==> config.mk <==
export PLATFORM = sky130hd
export DESIGN_NAME = cart_mux_scan_sched
export DESIGN_NICKNAME = d
export VERILOG_FILES = /design/src/rtl/cart_mux_scan_sched.sv
export SDC_FILE = /design/constraint.sdc
export NUM_CORES = 1
export LEC_CHECK = 0
export CAP_MARGIN = 20
export CORE_ASPECT_RATIO = 0.8
export CORE_MARGIN = 3
export CORE_UTILIZATION = 35
export DETAILED_ROUTE_END_ITERATION = 8
export GPL_TIMING_DRIVEN = 0
export PLACE_DENSITY_LB_ADDON = 0.3
export SLEW_MARGIN = 5
export SYNTH_ARGS = -nofsm -noshare
export SYNTH_HDL_FRONTEND = slang
export SYNTH_SLANG_ARGS = --single-unit
==> constraint.sdc <==
create_clock -name CLK -period 2.9 [get_ports CLK]
set_input_delay 0.29 -clock CLK [delete_from_list [all_inputs] [get_ports CLK]]
set_output_delay 0.29 -clock CLK [all_outputs]
set_load 0.02 [all_outputs]
==> src/rtl/cart_mux_scan_sched.sv <==
// Scan sequencer for the cartridge A0-A7 / A8-A15 / control input buffers.
// Define CART_MUX_BBM_EN for a one-cycle all-off gap between groups.
module cart_mux_scan_sched #(
   parameter int GROUPS     = 3,
   parameter int CNT_W      = 4,
   parameter int DEF_SETTLE = 2,
   parameter int DEF_HOLD   = 1
) (
   input  logic              CLK,
   input  logic              RESET,
   input  logic [CNT_W-1:0]  CFG_SETTLE,
   input  logic [CNT_W-1:0]  CFG_HOLD,
   input  logic              CFG_VALID,
   output logic              CFG_READY,
   input  logic [GROUPS-1:0] GROUP_MASK,
   input  logic              HALT_REQ,
   output logic              HALT_ACK,
   output logic [GROUPS-1:0] MUX_CS_n,
   output logic [GROUPS-1:0] SAMPLE_EN,
   output logic              FRAME_DONE,
   output logic [1:0]        CUR_GROUP
);

`ifdef CART_MUX_BBM_EN
   typedef enum logic [2:0] {IDLE, SETTLE, SAMPLE, GAP, HALTED} state_t;
`else
   typedef enum logic [2:0] {IDLE, SETTLE, SAMPLE, HALTED} state_t;
`endif

   localparam logic [CNT_W-1:0] ONE = CNT_W'(1);

   state_t            state_q, state_d;
   logic [1:0]        grp_q, grp_d;
   logic [CNT_W-1:0]  cnt_q, cnt_d;
   logic [CNT_W-1:0]  act_s_q, act_s_d, act_h_q, act_h_d;
   logic [CNT_W-1:0]  pend_s_q, pend_s_d, pend_h_q, pend_h_d;
   logic              rdy_q, rdy_d;
   logic              fd_q, fd_d;
   logic              ack_q;
   logic [GROUPS-1:0] cs_q, cs_d, se_q, se_d;
   logic [1:0]        cur_q;
   logic [2:0]        nx;
   logic [1:0]        lo;
   logic              apply, load;
   logic [CNT_W-1:0]  ld_s;
`ifdef CART_MUX_BBM_EN
   logic [1:0]        ngrp_q, ngrp_d;
   logic              wrap_q, wrap_d;
`endif

   function automatic logic [1:0] lowest(input logic [GROUPS-1:0] m);
      logic [1:0] r;
      r = '0;
      for (int i = GROUPS - 1; i >= 0; i--)
         if (m[i]) r = i[1:0];
      return r;
   endfunction

   // {wrap, index}: next set bit above g, else wrap to the lowest set bit
   function automatic logic [2:0] pick(input logic [GROUPS-1:0] m,
                                       input logic [1:0] g);
      logic [2:0] r;
      r = {1'b1, lowest(m)};
      for (int i = GROUPS - 1; i >= 0; i--)
         if (m[i] && (i > int'(g))) r = {1'b0, i[1:0]};
      return r;
   endfunction

   always_comb begin
      state_d  = state_q;
      grp_d    = grp_q;
      cnt_d    = cnt_q;
      act_s_d  = act_s_q;
      act_h_d  = act_h_q;
      pend_s_d = pend_s_q;
      pend_h_d = pend_h_q;
      rdy_d    = rdy_q;
      fd_d     = 1'b0;
      apply    = 1'b0;
      load     = 1'b0;
      cs_d     = '1;
      se_d     = '0;
      nx       = pick(GROUP_MASK, grp_q);
      lo       = lowest(GROUP_MASK);
`ifdef CART_MUX_BBM_EN
      ngrp_d   = ngrp_q;
      wrap_d   = wrap_q;
`endif
      unique case (state_q)
         IDLE: begin
            apply = 1'b1;
            if (HALT_REQ) state_d = HALTED;
            else if (|GROUP_MASK) begin
               state_d = SETTLE;
               grp_d   = lo;
               load    = 1'b1;
            end
         end
         SETTLE: begin
            if (cnt_q == '0) begin
               state_d = SAMPLE;
               cnt_d   = act_h_q;
            end else cnt_d = cnt_q - ONE;
         end
         SAMPLE: begin
            if (cnt_q != '0) cnt_d = cnt_q - ONE;
            else if (HALT_REQ) state_d = HALTED;
            else if (GROUP_MASK == '0) state_d = IDLE;
            else begin
`ifdef CART_MUX_BBM_EN
               state_d = GAP;
               ngrp_d  = nx[1:0];
               wrap_d  = nx[2];
`else
               state_d = SETTLE;
               grp_d   = nx[1:0];
               load    = 1'b1;
               fd_d    = nx[2];
               apply   = nx[2];
`endif
            end
         end
`ifdef CART_MUX_BBM_EN
         GAP: begin
            if (HALT_REQ) state_d = HALTED;
            else begin
               state_d = SETTLE;
               grp_d   = ngrp_q;
               load    = 1'b1;
               fd_d    = wrap_q;
               apply   = wrap_q;
            end
         end
`endif
         HALTED: begin
            apply = 1'b1;
            if (!HALT_REQ) begin
               if (GROUP_MASK == '0) state_d = IDLE;
               else begin
                  state_d = SETTLE;
                  grp_d   = nx[1:0];
                  load    = 1'b1;
                  fd_d    = nx[2];
               end
            end
         end
         default: state_d = IDLE;
      endcase

      // a group entered at a frame boundary already runs on the new timing
      ld_s = (apply && !rdy_q) ? pend_s_q : act_s_q;
      if (load) cnt_d = ((ld_s == '0) ? ONE : ld_s) - ONE;

      if (apply && !rdy_q) begin
         act_s_d = pend_s_q;
         act_h_d = pend_h_q;
         rdy_d   = 1'b1;
      end else if (CFG_VALID && rdy_q) begin
         pend_s_d = CFG_SETTLE;
         pend_h_d = CFG_HOLD;
         rdy_d    = 1'b0;
      end

      if (state_d == SETTLE || state_d == SAMPLE) cs_d[grp_d] = 1'b0;
      if (state_d == SAMPLE) se_d[grp_d] = 1'b1;
   end

   always_ff @(posedge CLK) begin
      if (RESET) begin
         state_q  <= IDLE;
         grp_q    <= '0;
         cnt_q    <= '0;
         act_s_q  <= CNT_W'(DEF_SETTLE);
         act_h_q  <= CNT_W'(DEF_HOLD);
         pend_s_q <= '0;
         pend_h_q <= '0;
         rdy_q    <= 1'b1;
         fd_q     <= 1'b0;
         ack_q    <= 1'b0;
         cs_q     <= '1;
         se_q     <= '0;
         cur_q    <= '0;
`ifdef CART_MUX_BBM_EN
         ngrp_q   <= '0;
         wrap_q   <= 1'b0;
`endif
      end else begin
         state_q  <= state_d;
         grp_q    <= grp_d;
         cnt_q    <= cnt_d;
         act_s_q  <= act_s_d;
         act_h_q  <= act_h_d;
         pend_s_q <= pend_s_d;
         pend_h_q <= pend_h_d;
         rdy_q    <= rdy_d;
         fd_q     <= fd_d;
         ack_q    <= (state_d == HALTED);
         cs_q     <= cs_d;
         se_q     <= se_d;
         cur_q    <= grp_d;
`ifdef CART_MUX_BBM_EN
         ngrp_q   <= ngrp_d;
         wrap_q   <= wrap_d;
`endif
      end
   end

   assign CFG_READY  = rdy_q;
   assign HALT_ACK   = ack_q;
   assign MUX_CS_n   = cs_q;
   assign SAMPLE_EN  = se_q;
   assign FRAME_DONE = fd_q;
   assign CUR_GROUP  = cur_q;

endmodule

==> Word-level counts from Yosys, hierarchy flattened <==
Cells that the tools add are included.
{ "op_classes": {"addsub": 2, "n_lt_le_gt_ge": 4, "n_eq_ne": 7, "n_mux": 38, "bitwise": 4, "reduce_logical": 20} }
{ "op_table": {"columns": ["op", "n"], "rows": [
  ["2-to-1 mux 3 bit", 7],
  ["2-to-1 mux 4 bit", 5],
  ["2-to-1 mux 2 bit", 9],
  ["equality test 3 x 2 -> 1 bit (second input constant)", 4],
  ["one-hot mux 3 bit (4 select lines)", 1],
  ["2-to-1 mux 1 bit", 10],
  ["logical NOT 4 bit", 2],
  ["one-hot mux 4 bit (2 select lines)", 1],
  ["OR reduction 2 bit", 4],
  ["subtractor 4 x 1 -> 4 bit (second input constant)", 2],
  ["equality test 3 x 1 -> 1 bit (second input constant)", 2],
  ["logical NOT 3 bit", 2],
  ["one-hot mux 2 bit (3 select lines)", 1],
  ["logical AND 1 bit", 5],
  ["one-hot mux 1 bit (2 select lines)", 2],
  ["AND reduction 2 bit", 2],
  ["nonzero test 4 bit", 1],
  ["< comparator 2 x 3 -> 1 bit (second input constant)", 1],
  ["inequality test 3 bit (second input constant)", 1],
  ["NOT 1 bit", 3],
  ["NOT 3 bit", 1],
  ["one-hot mux 1 bit (3 select lines)", 1],
  ["nonzero test 3 bit", 1],
  ["OR reduction 3 bit", 1],
  ["other kinds (6)", 6]
]} }
{ "totals": {"register_bits": 34, "input_bits": 15, "output_inout_bits": 11, "wordCells": 87} }

==> Depth between registers and ports, before layout <==
Gate-level depths: netlist of the first run.
{ "depth": {"ltp_word": 15, "mapped_depth": 12, "ltp_nobuf": 11} }

==> Worst setup path after synthesis of the first run <==
No wires, ideal clock.
{ "synth_timing": {"path_type": "flip-flop to flip-flop", "start": "reg cnt_q[0]", "end": "reg cnt_q[2]", "setup_time_ns": 0.117, "arrival_time_ns": 2.354, "required_time_ns": 2.783, "slack_ns": 0.430, "stages_incl_launch_ff": 13, "n_path_buf": 1, "period_less_slack_ns": 2.470, "cell_sequence": "dfxtp_1 > inv_1 > ha_1 > or3b_1 > buf_6 > a2111oi_1 > o32ai_1 > nor3_1 > inv_1 > ha_1 > nor2b_1 > and4_1 > nor3_2"} }
{ "synth_between": {"elab_chain_len": 9, "elab_cells_between_ends": 19, "classes_between": "2 x add/sub; 1 x eq/ne; 10 x mux; 6 x reduce/logical"} }
{ "synth_rtl": {"columns": ["item", "line", "text"], "rows": [
  ["from (decl)", "34", "logic [CNT_W-1:0] cnt_q, cnt_d;"],
  ["from (signal assigned)", "190", "cnt_q <= cnt_d;"],
  ["nonzero test 4 bit", "106", "if (cnt_q != '0) cnt_d = cnt_q - ONE;"],
  ["2-to-1 mux 1 bit", "106", null],
  ["one-hot mux 1 bit (2 select lines)", "89", "unique case (state_q)"],
  ["logical AND 1 bit", "151", "ld_s = (apply && !rdy_q) ? pend_s_q : act_s_q;"],
  ["2-to-1 mux 4 bit", null, null],
  ["logical NOT 4 bit", "152", "if (load) cnt_d = ((ld_s == '0) ? ONE : ld_s) - ONE;"],
  ["2-to-1 mux 4 bit", "152", null],
  ["subtractor 4 x 1 -> 4 bit", "152", null],
  ["2-to-1 mux 4 bit", "152", null]
]} }
Parallel ways exist; a longest one is shown, timed or not. The select of a mux whose other input is x is not followed.
A chain may end at the register's enable or synchronous reset.

==> Worst setup path after layout of the first run <==
Ends and elaborated chain as after synthesis.

==> impl_metrics.json, run 1 <==
{
  "comb_power_share_pct": 23.4,
  "routed_wl_um": 4370,
  "final_nets": 249,
  "num_io_pins": 26,
  "cts_hold_buffers": 0,
  "grt_overflow": 0,
  "gp_congestion": 0.936,
  "grt_max_degree": 12,
  "cts_buffers": 5,
  "die_h_um": 69.2,
  "initial_core_util_pct": 37.1,
  "synth_nets": 219,
  "net-switching-power_w": 0.000396,
  "worstHoldStart": "CFG_VALID",
  "fmax_ghz": 0.376,
  "h-tree-depth": 2,
  "r2r-start": "cnt_q[0]",
  "tightestPinTransition_ns": 0.771,
  "syn_area_um2": 1750,
  "status": "finished, final reports clean",
  "max-cap-violations": 0,
  "finalSetupTns_ns": 0,
  "grt.total_usage_pct": 15.2,
  "yosys_warnings": 0,
  "hold_slack_ns": 0.431,
  "max_slew_margin_pct": 48.5,
  "clkTransAtPathRegs_ns": 0.07,
  "setup_violations": 0,
  "grt_pass1_wl_um": 7290,
  "fin_skew_ns": 0.00176,
  "antennaDiodeCount": 0,
  "cts_root_buffer": "clkbuf_8",
  "num_rows": 22,
  "worstSetupStartpoint": "cnt_q[0]",
  "power_frac_seq_pct": 37.7,
  "drc": 0,
  "rsz0062_at_grt": "no",
  "area_growth_pct": 26.2,
  "vias_per_cell": 5.60,
  "dr.first_iter.drc_count": 137,
  "synth-seq-cells": 34,
  "port_buffers": 23,
  "final_cell_mix": "34 x dfxtp_1, 23 x clkdlybuf4s50_1, 17 x nor2_1",
  "cts_tree": "done",
  "cp_data_arrival_time_ns": 2.84,
  "ant_nets": 0,
  "n_fill_cell": 457,
  "p_clk_share_pct": 38.9,
  "final_common_cell": "dfxtp_1",
  "clock_sinks": 34,
  "yosys-top-cells-area": "dfxtp_1 39%, nor2_1 3.7%, a21oi_1 3.4%",
  "worstSetupEndpointType": "flip-flop",
  "yosys.area.top_type": "dfxtp_1",
  "syn_avg_cell_area_um2": 8.68,
  "grt_pass1_vias": 1443,
  "cellPowerDensity_nw_per_um2": 634,
  "cp.required_ns": 3.08,
  "dp_hpwl_um": 3220,
  "drt_pass1_iterations": 4,
  "critical_path_class": "flip-flop to flip-flop",
  "yosysUniqueCellTypes": 54,
  "synth_flop_cell": "dfxtp_1",
  "internal_power_w": 0.00100,
  "p_sw_share_pct": 28.4,
  "wl_per_cell_um": 15.0,
  "post_cts_buffers": 0,
  "crit_fanout": 6,
  "peakVddDrop_v": 0.000288,
  "seq_area_frac_synth_pct": 39.0,
  "synth_edf_count": 0,
  "vias": 1635,
  "syn_inst": 201,
  "chipWidth_um": 85.0,
  "period_share_pct": 91.8,
  "drv_slew": 0,
  "hold_class": "primary input to flip-flop",
  "core_area_um2": 4710,
  "fin_crit_ns": 2.66,
  "cp-start-kind": "flip-flop",
  "leakage_nw": 0.821,
  "clockBufferDepth": 2,
  "hold_violations": 0,
  "async_flop_share_pct": 0,
  "post-synth-top-area-fraction_pct": 39.0,
  "antenna_found_initial": 0,
  "die_area_um2": 5880,
  "drive_gt1_share_pct": 9.05,
  "clk_latency_ns": 0.28
}
cell usage after synthesis, types with 2 or more instances:
cell type and count:
dfxtp_1 34, nor2_1 17, nand2_1 14, a21oi_1 12, nand3_1 12, nor3_1 9, inv_1 8, clkbuf_1 7
mux2i_1 6, nand2b_1 6, nor2b_1 5, o211ai_1 5, a31oi_1 4, o21ai_0 4, a2111oi_0 3, and3_1 3
ha_1 3, nor4_1 3, a2111oi_1 2, a2bb2oi_1 2, and4_1 2, buf_6 2, nand4_1 2, o21a_1 2
o21bai_1 2, o31ai_1 2, o32ai_1 2, or3_1 2
logic make-up after synthesis:
| family | after synthesis | share of synthesized area, % |
|---|---|---|
| simple gates | 84 | 25.5 |
| compound gates | 54 | 24.2 |
| flops | 34 | 39.0 |
| buf+inv | 18 | 4.80 |
| mux | 7 | 4.09 |
| fa+ha+maj | 3 | 2.15 |
| other cells | 1 | 0.215 |
final cells by class:
cell class	count	area [µm²]	share of cell area [%]
multi-input combinational	149	991	45.0
clock buffer	6	82.6	3.75
timing repair buffer	23	230	10.4
clock inverter	2	60.1	2.73
buffer	10	53.8	2.44
inverter	8	30.0	1.36
sequential	34	681	30.9
tap	60	75.1	3.41
worst max-delay path, cell delays in order, from the launching register on:
cell,delay [ns]
dfxtp_1,0.37
inv_1,0.10
ha_1,0.16
or3b_1,0.36
buf_6,0.16
a2111oi_2,0.44
o32ai_1,0.15
nor3_2,0.20
inv_1,0.07
ha_1,0.19
nor2b_1,0.10
and4_1,0.21
nor3_2,0.05
power by group through the flow:
stage	sequential, W	combinational (W)	clock (W)
2_1_floorplan	0.000536	0.000224	0
3_3_place_gp	0.000536	0.000316	0
3_5_place_dp	0.000536	0.000320	0
4_1_cts	0.000525	0.000322	0.000553
5_1_grt	0.000531	0.000361	0.000574
6_report	0.000526	0.000327	0.000543
layer usage:
layer  GRT usage, %  vias up  routed length [µm]
li1               -      812                   -
met1           24.0      782                2310
met2           20.2       37                1870
met3           3.82        4                 163
met4           3.69        0                  27
met5              0        -                   0
repair_timing:
action                                  CTS  global route
gates resized for setup                   0             2
hold endpoints to repair                  0             0
endpoints found under the setup margin    0             2
through the flow:
step	total power [W]	setup WS (ns)	instance area (µm²)	util, %	std cells
3_3_place_gp	0.000851	0.0157	2050	43.6	284
5_1_grt	0.00147	0.0409	2200	46.8	292
6_report	0.00140	0.238	2200	46.8	292
4_1_cts	0.00140	0.0764	2190	46.6	292
2_1_floorplan	0.000760	0.430	1750	-	201
3_5_place_dp	0.000856	0.0345	2050	43.6	284
worst paths after layout:
check / to / slack, ns / cells past startpoint
worst max-delay path: cnt_q[2] / 0.24 / 12
worst min-delay path: pend_h_q[1] / 0.43 / 3
worst max register to register: cnt_q[2] / 0.24 / 12
worst min register to register: pend_h_q[0] / 0.46 / 2
flip-flops by register name (all words and copies together) (netlist names):
register,flops
pend_h_q,4
act_s_q,4
MUX_CS_n,3
state_q,3
act_h_q,4
SAMPLE_EN,3
HALT_ACK,1
pend_s_q,4
FRAME_DONE,1
CUR_GROUP,2
cnt_q,4
CFG_READY,1
(Power assumes the default switching activity.)
==> run 2, diff against run 1 <==
Settings changed: CORE_MARGIN 3 to default.
==> run 2 against run 1 <==
Net effect: routed wire length fell by 1.9%; critical path type unchanged; sequential share of layout area rose by 0.92 points; fmax rose by 1.5%; via count rose by 0.24%; worst hold slack improved by 0.0054 ns; design area fell by 2.9%; non-clock buffer count did not move; critical path depth did not move; core utilization fell by 1.1 points; total power fell by 16%.
==> impl_metrics.json, run 2 (synthesis gave the netlist of run 1 again) <==
{
  "status": "finished, final reports clean",
  "drv_slew": 0,
  "final_nets": 249,
  "cp-start-kind": "flip-flop",
  "vias": 1639,
  "grt.total_usage_pct": 17.7,
  "dp_hpwl_um": 3120,
  "cellPowerDensity_nw_per_um2": 550,
  "crit_fanout": 6,
  "cts_root_buffer": "clkbuf_8",
  "core_area_um2": 4680,
  "cts_tree": "done",
  "antennaDiodeCount": 0,
  "ant_nets": 0,
  "area_growth_pct": 22.6,
  "drt_pass1_iterations": 4,
  "num_io_pins": 26,
  "grt_pass1_vias": 1380,
  "fmax_ghz": 0.381,
  "h-tree-depth": 2,
  "m1WireLength_um": 2170,
  "clkTransAtPathRegs_ns": 0.07,
  "port_buffers": 23,
  "hold_class": "primary input to flip-flop",
  "wl_met2_um": 1720,
  "antenna_found_initial": 0,
  "leakage_nw": 0.793,
  "die_h_um": 65.2,
  "grt_overflow": 0,
  "peakVddDrop_v": 0.000291,
  "post_cts_buffers": 0,
  "cp.required_ns": 3.08,
  "wl_per_cell_um": 14.7,
  "max_slew_margin_pct": 51.5,
  "worstSetupEndpointType": "flip-flop",
  "finalSetupTns_ns": 0,
  "routed_wl_um": 4290,
  "rsz0062_at_grt": "no",
  "setup_violations": 0,
  "final_cell_mix": "34 x dfxtp_1, 23 x clkdlybuf4s50_1, 17 x nor2_1",
  "dr.first_iter.drc_count": 139,
  "initial_core_util_pct": 37.3,
  "drc": 0,
  "worstSetupStartpoint": "cnt_q[0]",
  "num_rows": 22,
  "regToRegSetupSlack_ns": 0.28,
  "hold_slack_ns": 0.436,
  "r2r-end": "cnt_q[2]",
  "cts_buffers": 5,
  "final_common_cell": "dfxtp_1",
  "cp_data_arrival_time_ns": 2.81,
  "top_layer_used": "met4",
  "rr_worst_depth": 12,
  "fin_skew_ns": 0.00470,
  "clk_latency_ns": 0.29,
  "die_area_um2": 5280,
  "max-cap-violations": 0,
  "vias_per_cell": 5.63,
  "r2r-start": "cnt_q[0]",
  "clock_sinks": 34,
  "chipWidth_um": 81.0,
  "gp_congestion": 0.842,
  "n_fill_cell": 483,
  "endpoint": "cnt_q[2]",
  "clockBufferDepth": 2,
  "hold_violations": 0,
  "tightestPinTransition_ns": 0.726,
  "fin_crit_ns": 2.62,
  "grt_max_degree": 11,
  "critical_path_class": "flip-flop to flip-flop",
  "wl_met3_um": 348,
  "drive_gt1_share_pct": 8.66,
  "cts_hold_buffers": 0,
  "grt_pass1_wl_um": 6910,
  "period_share_pct": 90.5
}
[run 2: changes by cell type in the layout (fill, tap and decap cells not counted), sizes merged]
cell / before / now
clkinv: 0 / 2
bufinv: 2 / 0
clkbuf: 13 / 12
[run 2: layout make-up]
type / instances / area [µm²] / area share [%]
Tap cell: 60 / 75.1 / 3.51
Inverter: 8 / 30.0 / 1.40
Clock buffer: 5 / 68.8 / 3.22
Clock inverter: 2 / 10.0 / 0.468
Timing Repair Buffer: 23 / 230 / 10.8
Buffer: 10 / 53.8 / 2.51
Multi-Input combinational cell: 149 / 991 / 46.3
Sequential cell: 34 / 681 / 31.8
[run 2: worst min-delay path by stage]
stage                      startpoint          end  cells after the start
after floorplan           pend_h_q[1]  pend_h_q[1]                      2
after global placement    pend_h_q[2]  pend_h_q[2]                      2
after detailed placement  pend_h_q[3]  pend_h_q[3]                      2
after CTS                   CFG_VALID  pend_h_q[3]                      3
after global routing        CFG_VALID  pend_s_q[3]                      3
final                       CFG_VALID  pend_s_q[2]                      3
[run 2: timing repair]
action                                  in CTS  in global routing
resized for setup                            0                  2
hold endpoints to repair                     0                  0
endpoints found under the setup margin       0                  2
[run 2: power breakdown]
group          switching [W]  internal, W
logic               0.000190     0.000136
registers          0.0000291     0.000498
clock network       0.000163     0.000161
total               0.000382     0.000795
[run 2: layer usage]
| layer | track usage [%] | vias up |
|---|---|---|
| met5 | 0 | - |
| met4 | 6.25 | 0 |
| met3 | 6.25 | 7 |
| met2 | 21.0 | 53 |
| met1 | 27.7 | 770 |
| li1 | - | 809 |
[run 2: per-stage QoR]
stage	util, %	total power, W	worst slack [ns]	area, µm²	cells
after floorplan	-	0.000760	0.430	1750	201
after global placement	43.8	0.000852	0.0696	2050	284
after detailed placement	43.8	0.000855	0.0471	2050	284
after CTS	45.5	0.00118	0.0860	2130	291
after global routing	45.7	0.00125	0.0577	2140	291
final	45.7	0.00118	0.276	2140	291
[run 2: critical path, stage by stage, from the launching register on]
cell and delay [ns]:
dfxtp_1 0.37, inv_1 0.11, ha_1 0.16, or3b_1 0.36, buf_6 0.16, a2111oi_2 0.41
o32ai_1 0.14, nor3_2 0.19, inv_1 0.07, ha_1 0.20, nor2b_1 0.10, and4_1 0.21
nor3_2 0.05
==> run 3, diff against run 2 <==
Settings changed: CORE_ASPECT_RATIO 0.8 to default, CORE_UTILIZATION 35 to 51.
==> run 3 against run 2 <==
Net effect: global-route usage rose by 5.5 points; routed wire length is 10% lower; sequential power hardly changed; clock power is 23% lower; flip-flop and latch count is the same; worst setup slack lost 0.066 ns; first-iteration DRC count down 7.2%; design area is 2.6% lower; critical path type unchanged; sequential share of layout area grew 0.84 points; fmax fell by 2.4%; highest routed layer unchanged.
==> impl_metrics.json, run 3 (synthesis gave the netlist of run 1 again) <==
{
  "clkTransAtPathRegs_ns": 0.10,
  "final_nets": 249,
  "max-cap-violations": 0,
  "clk_latency_ns": 0.35,
  "period_share_pct": 92.8,
  "post_cts_buffers": 0,
  "drt_pass1_iterations": 4,
  "power_frac_seq_pct": 48.2,
  "p_clk_share_pct": 22.9,
  "path_cells": "inv_1 -> ha_1 -> or3b_1 -> buf_6 -> a2111oi_2 -> o32ai_1 -> nor3_1 -> inv_1 -> ha_1 -> nor2b_1 -> and4_1 -> nor3_2",
  "rsz0062_at_grt": "no",
  "dp_hpwl_um": 2860,
  "leakage_nw": 0.770,
  "cp-start-kind": "flip-flop",
  "ant_nets": 0,
  "grt.total_usage_pct": 23.1,
  "antennaDiodeCount": 0,
  "grt_pass1_vias": 1381,
  "drv_slew": 0,
  "setup_violations": 0,
  "final_common_cell": "dfxtp_1",
  "grt_max_degree": 11,
  "hold_violations": 0,
  "chipWidth_um": 60.5,
  "final_cell_mix": "34 x dfxtp_1, 23 x clkdlybuf4s50_1, 17 x nor2_1",
  "gp_congestion": 0.817,
  "grt_overflow": 0,
  "routed_wl_um": 3850,
  "grt_pass1_wl_um": 6220,
  "fin_crit_ns": 2.69,
  "area_growth_pct": 19.4,
  "net-switching-power_w": 0.000368,
  "internal_power_w": 0.000724,
  "peakVddDrop_v": 0.000324,
  "vias": 1610,
  "num_io_pins": 26,
  "die_h_um": 60.5,
  "hold_class": "primary input to flip-flop",
  "cts_tree": "done",
  "wl_per_cell_um": 14.0,
  "status": "finished, final reports clean",
  "finalSetupTns_ns": 0,
  "critical_path_class": "flip-flop to flip-flop",
  "clock_sinks": 34,
  "cts_buffers": 5,
  "tightestPinTransition_ns": 0.658,
  "num_rows": 20,
  "max_slew_margin_pct": 56.1,
  "fin_skew_ns": 0.00860,
  "cp_data_arrival_time_ns": 2.94,
  "vias_per_cell": 5.85,
  "h-tree-depth": 2,
  "dr.first_iter.drc_count": 129,
  "core_area_um2": 3150,
  "initial_core_util_pct": 55.4,
  "drc": 0,
  "drive_gt1_share_pct": 7.79,
  "clockBufferDepth": 2,
  "worst_slack_ns": 0.210,
  "cp.required_ns": 3.15,
  "cellPowerDensity_nw_per_um2": 524,
  "cts_root_buffer": "clkbuf_4",
  "port_buffers": 23,
  "preCtsSetupSlack_ns": 0.0465,
  "p_sw_share_pct": 33.7,
  "crit_fanout": 6,
  "comb_power_share_pct": 28.9,
  "die_area_um2": 3660,
  "n_fill_cell": 286,
  "antenna_found_initial": 0,
  "slowest_stage": "a2111oi_2",
  "fmax_ghz": 0.372,
  "slowest_delay_ns": 0.41,
  "worstSetupEndpointType": "flip-flop"
}
[run 3: changes by cell type in the layout (fill, tap and decap cells not counted)]
cell and change:
nor3_1 +1, clkinv_2 -2, clkinvlp_4 +1, clkbuf_1 +1
clkbuf_4 +5, clkbuf_8 -5, nor3_2 -1
[run 3: power groups by stage]
stage | registers [W] | logic [W] | clock network [W]
2_1_floorplan | 0.000536 | 0.000224 | 0
3_3_place_gp | 0.000534 | 0.000304 | 0
3_5_place_dp | 0.000536 | 0.000311 | 0
4_1_cts | 0.000525 | 0.000313 | 0.000253
5_1_grt | 0.000529 | 0.000350 | 0.000280
6_report | 0.000526 | 0.000316 | 0.000250
[run 3: worst paths after layout]
kind                    start           to  slack (ns)  depth (start not counted)
hold reg to reg   pend_h_q[2]  pend_h_q[2]        0.47                          2
setup reg to reg     cnt_q[0]     cnt_q[2]        0.21                         12
hold / removal      CFG_VALID  pend_h_q[0]        0.34                          3
setup / recovery     cnt_q[0]     cnt_q[2]        0.21                         12
[run 3: final cells by class]
cell class / instances / area [µm²] / area share [%]
multi-input combinational: 149 / 986 / 47.3
clock inverter: 1 / 7.51 / 0.360
timing repair buffer: 23 / 230 / 11.0
inverter: 8 / 30.0 / 1.44
buffer: 10 / 53.8 / 2.58
clock buffer: 6 / 41.3 / 1.98
tap: 44 / 55.1 / 2.64
sequential: 34 / 681 / 32.7
[run 3: layer usage]
metal	GRT usage, %	part of all wire, %
met4	6.82	1.3
met2	34.1	43
met1	33.5	51
met5	0	0
met3	5.76	4.9
[run 3: worst max-delay path, delay by kind of cell (launching register included)]
family	cells	cell delay, ns
adder cells (fa/ha/maj)	2	0.36
buffers and inverters	3	0.33
AND/OR/NAND/NOR	5	1.01
AO/OA/AOI/OAI	2	0.53
flip-flops	1	0.38
[run 3: per-stage QoR]
step           hold WS (ns)  utilization [%]  cells  power (W)  instance area (µm²)
4_1_cts               0.345             66.0    275    0.00109                 2080
3_5_place_dp          0.451             64.4    268   0.000846                 2030
3_3_place_gp          0.448             64.4    268   0.000838                 2030
5_1_grt               0.373             66.1    275    0.00116                 2080
6_report              0.339             66.1    275    0.00109                 2080
2_1_floorplan         0.436                -    201   0.000760                 1750
[run 3: what timing repair did]
action / CTS / global route
setup endpoints to repair: 0 / 2
hold buffers: 0 / 0
hold endpoints to repair: 0 / 0
gates resized for setup: 0 / 1
